### src/rtl/spin_pkg.sv
// Shared constants and types for the POV display line path.
package spin_pkg;
  localparam int LINES      = 256;
  localparam int FIFO_LINES = 4;
  localparam int FIFO_DEPTH = 8;
  localparam int LEDS       = 16;
  localparam int PERIOD_W   = 24;
  localparam int LOG2_LINES = $clog2(LINES);

  typedef enum logic [1:0] {
    IDLE = 2'd0,
    ARM  = 2'd1,
    RUN  = 2'd2
  } sched_state_t;

  typedef logic [LOG2_LINES-1:0] line_idx_t;
  typedef logic [PERIOD_W-1:0]   period_t;
endpackage

### src/rtl/line_scheduler_period_meter.sv
// Opto synchronizer, frame tick, revolution counter and slot length capture.
// With LINE_SCHED_STATS_EN the captured period is also exported.
module period_meter #(
  parameter int LINES    = spin_pkg::LINES,
  parameter int PERIOD_W = spin_pkg::PERIOD_W
) (
  input  logic                clk_i,
  input  logic                global_rst,
  input  logic                frame_opto_i,
  output logic                frame_tick_o,
  output logic [PERIOD_W-1:0] slot_len_o,
`ifdef LINE_SCHED_STATS_EN
  output logic [PERIOD_W-1:0] period_o,
`endif
  output logic                timeout_o
);
  localparam int LOG2 = $clog2(LINES);
  localparam logic [PERIOD_W-1:0] CNT_MAX = {PERIOD_W{1'b1}};

  logic [2:0]          sync_q, sync_d;
  logic                tick_q, tick_d;
  logic [PERIOD_W-1:0] rev_cnt_q, rev_cnt_d;
  logic [PERIOD_W-1:0] slot_len_q, slot_len_d;
`ifdef LINE_SCHED_STATS_EN
  logic [PERIOD_W-1:0] period_q, period_d;
`endif

  // Next-state: sync chain, edge detect, saturating revolution count and capture.
  // The counter restarts at 1 so the captured value equals the tick-to-tick interval.
  always_comb begin
    sync_d     = {sync_q[1:0], frame_opto_i};
    tick_d     = sync_q[1] & ~sync_q[2];
    slot_len_d = slot_len_q;
`ifdef LINE_SCHED_STATS_EN
    period_d   = period_q;
`endif
    if (tick_q) begin
      rev_cnt_d  = PERIOD_W'(1);
      slot_len_d = rev_cnt_q >> LOG2;
`ifdef LINE_SCHED_STATS_EN
      period_d   = rev_cnt_q;
`endif
    end else if (rev_cnt_q != CNT_MAX) begin
      rev_cnt_d = rev_cnt_q + PERIOD_W'(1);
    end else begin
      rev_cnt_d = rev_cnt_q;
    end
  end

  // State registers.
  always_ff @(posedge clk_i) begin
    if (global_rst) begin
      sync_q     <= 3'b000;
      tick_q     <= 1'b0;
      rev_cnt_q  <= '0;
      slot_len_q <= '0;
`ifdef LINE_SCHED_STATS_EN
      period_q   <= '0;
`endif
    end else begin
      sync_q     <= sync_d;
      tick_q     <= tick_d;
      rev_cnt_q  <= rev_cnt_d;
      slot_len_q <= slot_len_d;
`ifdef LINE_SCHED_STATS_EN
      period_q   <= period_d;
`endif
    end
  end

  // On the tick cycle the freshly measured slot length is forwarded directly.
  assign slot_len_o   = tick_q ? (rev_cnt_q >> LOG2) : slot_len_q;
  assign frame_tick_o = tick_q;
  assign timeout_o    = (rev_cnt_q == CNT_MAX);
`ifdef LINE_SCHED_STATS_EN
  assign period_o     = period_q;
`endif
endmodule

### src/rtl/line_scheduler.sv
// Per-revolution line slot sequencer and Pi write flow control.
// Optional LINE_SCHED_STATS_EN adds underrun/late counters and the measured period.
module line_scheduler import spin_pkg::*; #(
  parameter int LINES      = spin_pkg::LINES,
  parameter int FIFO_LINES = spin_pkg::FIFO_LINES,
  parameter int FIFO_DEPTH = spin_pkg::FIFO_DEPTH,
  parameter int PERIOD_W   = spin_pkg::PERIOD_W
) (
  input  logic                             clk_i,
  input  logic                             global_rst,
  input  logic                             frame_opto_i,
  input  logic                             line_wr_i,
  input  logic [$clog2(FIFO_DEPTH+1)-1:0]  fifo_level_i,
  input  logic                             tlc_busy_i,
  output logic                             line_go_o,
  output logic [$clog2(LINES)-1:0]         line_idx_o,
  output logic                             blank_o,
  output logic                             fifo_flush_o,
  output logic                             frame_rst_o_pi,
`ifdef LINE_SCHED_STATS_EN
  output logic [15:0]                      underrun_cnt_o,
  output logic [15:0]                      late_cnt_o,
  output logic [PERIOD_W-1:0]              period_o,
`endif
  output logic                             busy_o_pi
);
  localparam int IDX_W = $clog2(LINES);
  localparam int LVL_W = $clog2(FIFO_DEPTH+1);
  localparam int LW_W  = $clog2(LINES+1);
  localparam logic [IDX_W-1:0] LAST_IDX = IDX_W'(LINES-1);
  localparam logic [LW_W-1:0]  LW_FULL  = LW_W'(LINES);
  localparam logic [LVL_W-1:0] LVL_HI   = LVL_W'(FIFO_DEPTH-FIFO_LINES);

  logic                frame_tick, timeout;
  logic [PERIOD_W-1:0] slot_len, slot_reload;
  logic                fifo_empty;
  sched_state_t        state_q, state_d;
  logic [PERIOD_W-1:0] slot_timer_q, slot_timer_d;
  logic [IDX_W-1:0]    line_idx_q, line_idx_d;
  logic [LW_W-1:0]     lines_written_q, lines_written_d;
  logic decide_q, decide_d, line_go_q, line_go_d, flush_q, flush_d;
  logic frame_rst_q, frame_rst_d, busy_q, busy_d, blank_q, blank_d;

`ifdef LINE_SCHED_STATS_EN
  period_meter #(.LINES(LINES), .PERIOD_W(PERIOD_W)) u_meter (
    .clk_i(clk_i), .global_rst(global_rst), .frame_opto_i(frame_opto_i),
    .frame_tick_o(frame_tick), .slot_len_o(slot_len), .period_o(period_o),
    .timeout_o(timeout)
  );
`else
  period_meter #(.LINES(LINES), .PERIOD_W(PERIOD_W)) u_meter (
    .clk_i(clk_i), .global_rst(global_rst), .frame_opto_i(frame_opto_i),
    .frame_tick_o(frame_tick), .slot_len_o(slot_len), .timeout_o(timeout)
  );
`endif

  // A zero slot length is stretched to one cycle so the sequence never stalls.
  assign slot_reload = ((slot_len == '0) ? PERIOD_W'(1) : slot_len) - PERIOD_W'(1);
  // Slot 0 right after a flush must not consume a line that is being discarded.
  assign fifo_empty  = (fifo_level_i == '0) | flush_q;

  // Next-state: FSM, slot sequencing, line_go decision and Pi handshake.
  always_comb begin
    state_d      = state_q;
    slot_timer_d = slot_timer_q;
    line_idx_d   = line_idx_q;
    decide_d     = 1'b0;
    case (state_q)
      IDLE:    state_d = frame_tick ? ARM : IDLE;
      ARM:     state_d = frame_tick ? RUN : ARM;
      RUN: begin
        if (frame_tick) state_d = RUN;
        else if (timeout) state_d = IDLE;
        else state_d = RUN;
      end
      default: state_d = IDLE;
    endcase

    if (frame_tick && (state_q != IDLE)) begin
      slot_timer_d = slot_reload;
      line_idx_d   = '0;
      decide_d     = 1'b1;
    end else if ((state_q == RUN) && (state_d == RUN)) begin
      if (slot_timer_q != '0) begin
        slot_timer_d = slot_timer_q - PERIOD_W'(1);
      end else if (line_idx_q != LAST_IDX) begin
        slot_timer_d = slot_reload;
        line_idx_d   = line_idx_q + IDX_W'(1);
        decide_d     = 1'b1;
      end else begin
        slot_timer_d = slot_timer_q;
      end
    end else begin
      slot_timer_d = slot_timer_q;
    end

    line_go_d = decide_q & ~fifo_empty & ~tlc_busy_i;
    flush_d   = frame_tick & (state_q == RUN) & (fifo_level_i != '0);

    if (frame_tick) frame_rst_d = 1'b1;
    else if (line_wr_i) frame_rst_d = 1'b0;
    else frame_rst_d = frame_rst_q;

    if (frame_tick) lines_written_d = '0;
    else if (line_wr_i && (lines_written_q != LW_FULL)) lines_written_d = lines_written_q + LW_W'(1);
    else lines_written_d = lines_written_q;

    busy_d  = (state_q != RUN) | (lines_written_q == LW_FULL) | (fifo_level_i > LVL_HI);
    blank_d = (state_d != RUN);
  end

  // State and output registers.
  always_ff @(posedge clk_i) begin
    if (global_rst) begin
      state_q         <= IDLE;
      slot_timer_q    <= '0;
      line_idx_q      <= '0;
      lines_written_q <= '0;
      decide_q        <= 1'b0;
      line_go_q       <= 1'b0;
      flush_q         <= 1'b0;
      frame_rst_q     <= 1'b0;
      busy_q          <= 1'b1;
      blank_q         <= 1'b1;
    end else begin
      state_q         <= state_d;
      slot_timer_q    <= slot_timer_d;
      line_idx_q      <= line_idx_d;
      lines_written_q <= lines_written_d;
      decide_q        <= decide_d;
      line_go_q       <= line_go_d;
      flush_q         <= flush_d;
      frame_rst_q     <= frame_rst_d;
      busy_q          <= busy_d;
      blank_q         <= blank_d;
    end
  end

`ifdef LINE_SCHED_STATS_EN
  logic [15:0] underrun_cnt_q, underrun_cnt_d, late_cnt_q, late_cnt_d;

  // Saturating decision-event counters; only global_rst clears them.
  always_comb begin
    if (decide_q && fifo_empty && (underrun_cnt_q != 16'hFFFF)) underrun_cnt_d = underrun_cnt_q + 16'd1;
    else underrun_cnt_d = underrun_cnt_q;
    if (decide_q && !fifo_empty && tlc_busy_i && (late_cnt_q != 16'hFFFF)) late_cnt_d = late_cnt_q + 16'd1;
    else late_cnt_d = late_cnt_q;
  end

  // Counter registers.
  always_ff @(posedge clk_i) begin
    if (global_rst) begin
      underrun_cnt_q <= 16'd0;
      late_cnt_q     <= 16'd0;
    end else begin
      underrun_cnt_q <= underrun_cnt_d;
      late_cnt_q     <= late_cnt_d;
    end
  end

  assign underrun_cnt_o = underrun_cnt_q;
  assign late_cnt_o     = late_cnt_q;
`endif

  assign line_go_o      = line_go_q;
  assign line_idx_o     = line_idx_q;
  assign blank_o        = blank_q;
  assign fifo_flush_o   = flush_q;
  assign frame_rst_o_pi = frame_rst_q;
  assign busy_o_pi      = busy_q;
endmodule

### config.mk
export PLATFORM = sky130hd
export DESIGN_NAME = line_scheduler
export DESIGN_NICKNAME = d
export VERILOG_FILES = /design/src/rtl/spin_pkg.sv /design/src/rtl/line_scheduler_period_meter.sv /design/src/rtl/line_scheduler.sv
export SDC_FILE = /design/constraint.sdc
export NUM_CORES = 1
export LEC_CHECK = 0
export CAP_MARGIN = 40
export CORE_ASPECT_RATIO = 0.9
export CORE_MARGIN = 1
export CORE_UTILIZATION = 30
export CTS_BUF_LIST = sky130_fd_sc_hd__clkbuf_8
export DETAILED_ROUTE_END_ITERATION = 10
export HOLD_SLACK_MARGIN = 0.05
export SLEW_MARGIN = 15
export SYNTH_ARGS = -nofsm -noshare
export SYNTH_HDL_FRONTEND = slang
export SYNTH_SLANG_ARGS = --single-unit
### constraint.sdc
create_clock -name clk_i -period 5.4 [get_ports clk_i]
set_input_delay 1.08 -clock clk_i [delete_from_list [all_inputs] [get_ports clk_i]]
set_output_delay 1.08 -clock clk_i [all_outputs]
set_load 0.02 [all_outputs]
==> reports/metrics.yaml <==
clock_tree:
  cts_tree: "built"
  cts_resized: 0
  path_clk_slew_ps: 100
  hold_buffers: 0
  cts_buffer_depth: 2
  root_buffer: "clkbuf_8"
  post_cts_buffers: 0
  htreeDepth: 3
  clk_latency_ps: 380
  cts.sinks: 101
  cts_buffers: 9
yosys:
  synth-xor-area-share_pct: 8.75
  avgSynthCellArea_um2: 8.24
  synth_edf_count: 0
  synthTopCellsByArea: "dfxtp_1 (38%), nor2_1 (7.4%), xnor2_1 (4.6%)"
  synthFlopType: "dfxtp_1"
  syn_nets: 660
  yosys.area_share.adder_pct: 1.65
  synth-simple-area-share_pct: 29.0
  synth_warnings: 0
  synth_most_common_cell: "nor2_1"
  synth_top_area_share_pct: 38.1
  yosys.area.top_type: "dfxtp_1"
  syn_area_um2: 5310
  ys_seq_area_share_pct: 38.1
  ys_types: 71
  synth_compound_area_share_pct: 15.7
  synth_seq_cells: 101
  synthArstFlopShare_pct: 0
  synth_top_family_by_area: "simple AND/OR/NAND/NOR gates"
  syn-instance-count: 644
  synth_mux_area_share_pct: 3.61
  synth_commonest_cells: "nor2_1 (105), dfxtp_1 (101), nand2_1 (39), a21oi_1 (32), o21ai_0 (29)"
detailed_routing:
  viasPerCell: 5.12
  postRouteAntennaNets: 0
  routed_wl_um: 12500
  post_drt_wl_per_cell_um: 13.9
  drcViolationCount: 0
  routed-via-count: 4594
  drtIter0Drc: 274
  dr.pass1.iters: 5
placed_design:
  placed_cells: 882
  io_buffers: 21
  dp_hpwl_um: 8910
  dp_slack_ps: 1370
  routabilityCongestion: 0.811
floorplanning:
  die_width_um: 142
  io_pins: 22
  die_area_um2: 18200
  coreArea_um2: 17100
  die-height_um: 128
  start_util_pct: 31.1
  rows: 45
worst_setup_path:
  rr_startpoint: "u_meter.frame_tick_o$_SDFF_PP0_"
  cp_max_fo: 30
  crit_path_end: "slot_timer_q[12]$_SDFFE_PP0P_"
  critPathMostFrequentCell: "inv_1"
  end_kind: "flop"
  critPathKind: "reg -> reg"
  critPathLaunchType: "flop"
  cp.arrival_ps: 4430
  r2r_slack_ps: 1280
  max_stage_delay_ps: 730
  crit_slowest_cell: "dfxtp_2"
  cp-startpoint: "u_meter.frame_tick_o$_SDFF_PP0_"
  critical_path.cell_chain: "buf_4 > inv_1 > o22ai_1 > nand4bb_1 > o31ai_1 > inv_1 > ha_1 > o221ai_1 > or2_2 > nor3_1 > xnor2_1 > a211o_1 > a21oi_1"
  r2r_end: "slot_timer_q[12]$_SDFFE_PP0P_"
  worstPathRequired_ps: 5710
  r2r_cells: 13
flow_run:
  cap_violations: 0
finish:
  synthToLayoutAreaGrowth_pct: 12.9
  fill_cells: 1803
  final_cells: 898
  antenna_cells: 0
  nets: 674
  drive_gt1_share_pct: 7.54
sta:
  period_minus_slack_ps: 4120
  fin_ws_ps: 1280
  final_max_slew_viol_count: 0
  rsz0062_at_grt: "false"
  fmax_mhz: 243
  final.period_utilization_pct: 76.3
  hold_viol_final: 0
  tightest_slew_ps: 857
  setup_viol_count_final: 0
  clock_skew_ps: 8.91
  fin_tns_setup_ps: 0
  max_slew_margin_pct: 42.9
global_routing:
  antenna_found_initial: 0
  grt_max_degree: 47
  grt_pass1_wl_um: 20900
  grt_pass1_vias: 4101
  overflow: 0
  track_usage_pct: 14.3
worst_hold_path:
  holdCritPathClass: "reg -> reg"
pwr:
  cellPowerDensity_nw_per_um2: 234
  p_leak_nw: 2.11
  power_mw: 1.40
  peakVddDrop_mv: 0.155
outcome:
  status: "completed"
==> metrics by stage <==
step                      hold slack [ps]  utilization [%]  instance area (um2)
after floorplan                       367                -                 5310
after global placement                365             33.7                 5750
after detailed placement              369             34.0                 5800
after CTS                             385             35.1                 5990
after global routing                  392             35.1                 5990
final                                 379             35.1                 5990
==> layer usage <==
layer	track usage (%)	wire (um)
met2	22.2	5490
met1	20.0	6420
met5	0	0
met3	3.25	435
met4	2.91	120
==> state kept, by name, summed over array words and instances (netlist names) <==
register              cells
frame_rst_o_pi            1
lines_written_q           9
u_meter.slot_len_q       24
u_meter.rev_cnt_q        24
u_meter.sync_q            3
blank_o                   1
busy_o_pi                 1
line_go_o                 1
decide_q                  1
line_idx_o                8
state_q                   2
u_meter.frame_tick_o      1
fifo_flush_o              1
slot_timer_q             24
==> critical path, delay by kind of cell, from the launching register on <==
family / cells / cell delay, ps
adders and majority gates: 1 / 230
DFF: 1 / 730
AOI/OAI and AO/OA: 5 / 1520
buffers and inverters: 3 / 770
xor gates and xnor gates: 1 / 130
and+or+nand+nor: 3 / 650
==> final cells by class <==
class                   count  area [um2]  area share [%]
multi-input cells         500        3120            52.0
flip-flops and latches    101        2020            33.8
repair buffers             32         310            5.18
well taps                 235         294            4.91
clock buffers               9         124            2.07
clock inverters             7        72.6            1.21
inverters                  14        52.6           0.877
==> where the power goes <==
group	leakage (nW)	switching (mW)	internal, mW
registers	0.815	0.00680	0.750
logic	1.20	0.0890	0.0625
clock network	0.102	0.274	0.217
total	2.11	0.369	1.03
==> cells in the final DEF (no fill, tap or decap), drive strengths merged, types with 9 or more instances in the layout <==
cell type / Yosys / layout
xnor2: 28 / 28
and3: 11 / 11
o22ai: 9 / 9
mux2i: 18 / 18
a21oi: 33 / 33
xor2: 25 / 25
nand4: 15 / 15
and2: 9 / 9
buf: 11 / 12
clkdlybuf4s50: 0 / 20
nand2: 40 / 40
o21ai: 34 / 34
nor4: 18 / 18
dfxtp: 101 / 101
inv: 13 / 17
nor3: 25 / 25
nor2: 105 / 105
nand3: 20 / 20
clkbuf: 18 / 9
==> kinds of logic (layout without fill, tap and decap cells) <==
family          count (synthesis)  after routing
xor+xnor                       53             53
buf+inv                        43             62
mux                            19             19
compound gates                126            126
flops                         101            101
fa+ha+maj                       7              7
simple gates                  295            295
==> worst min-delay path by stage <==
stage | from | to | slack, ps | depth (start not counted)
final | u_meter.sync_q[2]$_SDFF_PP0_ | u_meter.frame_tick_o$_SDFF_PP0_ | 380 | 1
after global routing | u_meter.sync_q[2]$_SDFF_PP0_ | u_meter.frame_tick_o$_SDFF_PP0_ | 390 | 1
after CTS | u_meter.sync_q[2]$_SDFF_PP0_ | u_meter.frame_tick_o$_SDFF_PP0_ | 380 | 1
after detailed placement | u_meter.sync_q[2]$_SDFF_PP0_ | u_meter.frame_tick_o$_SDFF_PP0_ | 370 | 1
after global placement | u_meter.sync_q[2]$_SDFF_PP0_ | u_meter.frame_tick_o$_SDFF_PP0_ | 370 | 1
after floorplan | u_meter.sync_q[2]$_SDFF_PP0_ | u_meter.frame_tick_o$_SDFF_PP0_ | 370 | 1
Note: power is estimated with default switching activity, not from simulation.
==> RTL change, RTL diff (same flow settings) <==
Build with the macro `LINE_SCHED_STATS_EN` defined.
--- a/src/rtl/line_scheduler_period_meter.sv
+++ b/src/rtl/line_scheduler_period_meter.sv
@@ -1,5 +1,7 @@
 // Opto synchronizer, frame tick, revolution counter and slot length capture.
 // With LINE_SCHED_STATS_EN the captured period is also exported.
+`define LINE_SCHED_STATS_EN
+
 module period_meter #(
   parameter int LINES    = spin_pkg::LINES,
   parameter int PERIOD_W = spin_pkg::PERIOD_W
Formal check against the unedited RTL (old outputs only; new: late_cnt_o, period_o and underrun_cnt_o): equivalent (equiv_simple and equiv_induct, registers matched by name and starting in step).
==> RTL change against the unedited design <==
Worst setup slack worse by 0.13 ns; critical endpoint is now slot_timer_q[22]; combinational power grew to 5.5 times the old value; total power is 120% higher; sequential cell count is 56 higher; final area is 49% higher; sequential share of layout area is 1.5 points higher; wire length is 51% higher; area after synthesis is 41% higher.
==> RTL change: results (changes against the unedited design) <==
| Metric | Value |
|---|---|
| Status | `complete, no violations` |
| Global-route wire length before repair | `30.0 mm (+43%)` |
| Wire per inst | `14.8 um (+6.3%)` |
| Via Count | `6491 (+41%)` |
| Unique masters post-synth | `62 (-13%)` |
| Post-Syn Nets | `911 (+38%)` |
| Final net count | `970 (+44%)` |
| DR iter-0 viols | `358 (+31%)` |
| LEAKAGE | `3.06 nW (+45%)` |
| DP Area | `8500 um2 (+47%)` |
| Top cells by area, synth | `dfxtp_1, nor2_1, mux2i_1` |
| Slew headroom | `41.5% (-1.4 points)` |
| Met3 usage | `3.06% (-0.18 points)` |
| Highest ir drop seen on vdd | `0.199 mV (+28%)` |
| Largest net degree at the start of global routing | `60 (+28%)` |
| Seq/Total Area, Yosys | `42.1% (+4.0 points)` |
| Worst skew pair latency | `0.46 ns (+0.08 ns)` |
| GR Util met1 | `19.2% (-0.74 points)` |
| Internal | `1.96 mW (+91%)` |
| Met2 wire length | `8.62 mm (+57%)` |
| Met3 wire len | `736 um (+69%)` |
| Sequential Power | `1.24 mW (+64%)` |
| Metal-1 WL | `9.02 mm (+40%)` |
| Top post-synthesis cells by count | `dfxtp_1, nor2_1, nand2_1` |
| Port bufs | `77 (+270%)` |
| Total GRT Usage | `14.6% (+0.37 points)` |
| Total CTS buffers | `17 (+8)` |
| H-tree depth | `4 (+1)` |
| Design Power | `3.03 mW (+120%)` |
| DPL Wire Length | `13.1 mm (+47%)` |
| GP Congestion | `0.814 (+0.46%)` |
| First drt pass iteration count | `6 (+1)` |
-- RTL change: final cells by class --
cell class | instances | area [um2]
fill | 2507 | 15400
tap | 308 | 385
clock buffer | 18 | 248
multi-input combinational | 675 | 4080
timing repair buffer | 85 | 828
sequential | 157 | 3150
inverter | 16 | 60.1
clock inverter | 14 | 180
-- RTL change: cells by family (layout without fill, tap and decap cells) --
kind of cell / count (synthesis) / in the layout / synth area share [%]
adders and majority gates: 9 / 9 / 1.51
buffers and inverters: 61 / 133 / 3.33
AOI/OAI and AO/OA: 145 / 145 / 12.0
and+or+nand+nor: 403 / 403 / 26.6
xor gates and xnor gates: 76 / 76 / 8.91
muxes: 42 / 42 / 5.64
DFF: 157 / 157 / 42.1
-- RTL change: worst paths after layout --
kind / to / slack [ns] / depth (start not counted)
setup / recovery: slot_timer_q[22] / 1.15 / 13
hold / removal: u_meter.frame_tick_o / 0.36 / 1
setup reg to reg: slot_timer_q[22] / 1.15 / 13
hold reg to reg: u_meter.frame_tick_o / 0.36 / 1
-- RTL change: worst max-delay path: stages (launching register included) --
cell and delay, ns:
dfxtp_4 0.82, buf_4 0.47, or3b_1 0.38, a222oi_1 0.42, and2_1 0.22, a21oi_1 0.11
ha_1 0.26, nor4b_1 0.16, o2bb2ai_1 0.38, nor4b_1 0.13, o211a_1 0.19, a211o_1 0.29
a21o_1 0.15, a21oi_1 0.14
-- RTL change: stage by stage --
| stage | std cells | setup WS (ns) |
|---|---|---|
| 2_1_floorplan | 893 | 1.56 |
| 3_3_place_gp | 1239 | 1.33 |
| 3_5_place_dp | 1241 | 1.21 |
| 4_1_cts | 1273 | 1.17 |
| 5_1_grt | 1273 | 0.786 |
| 6_report | 1273 | 1.15 |
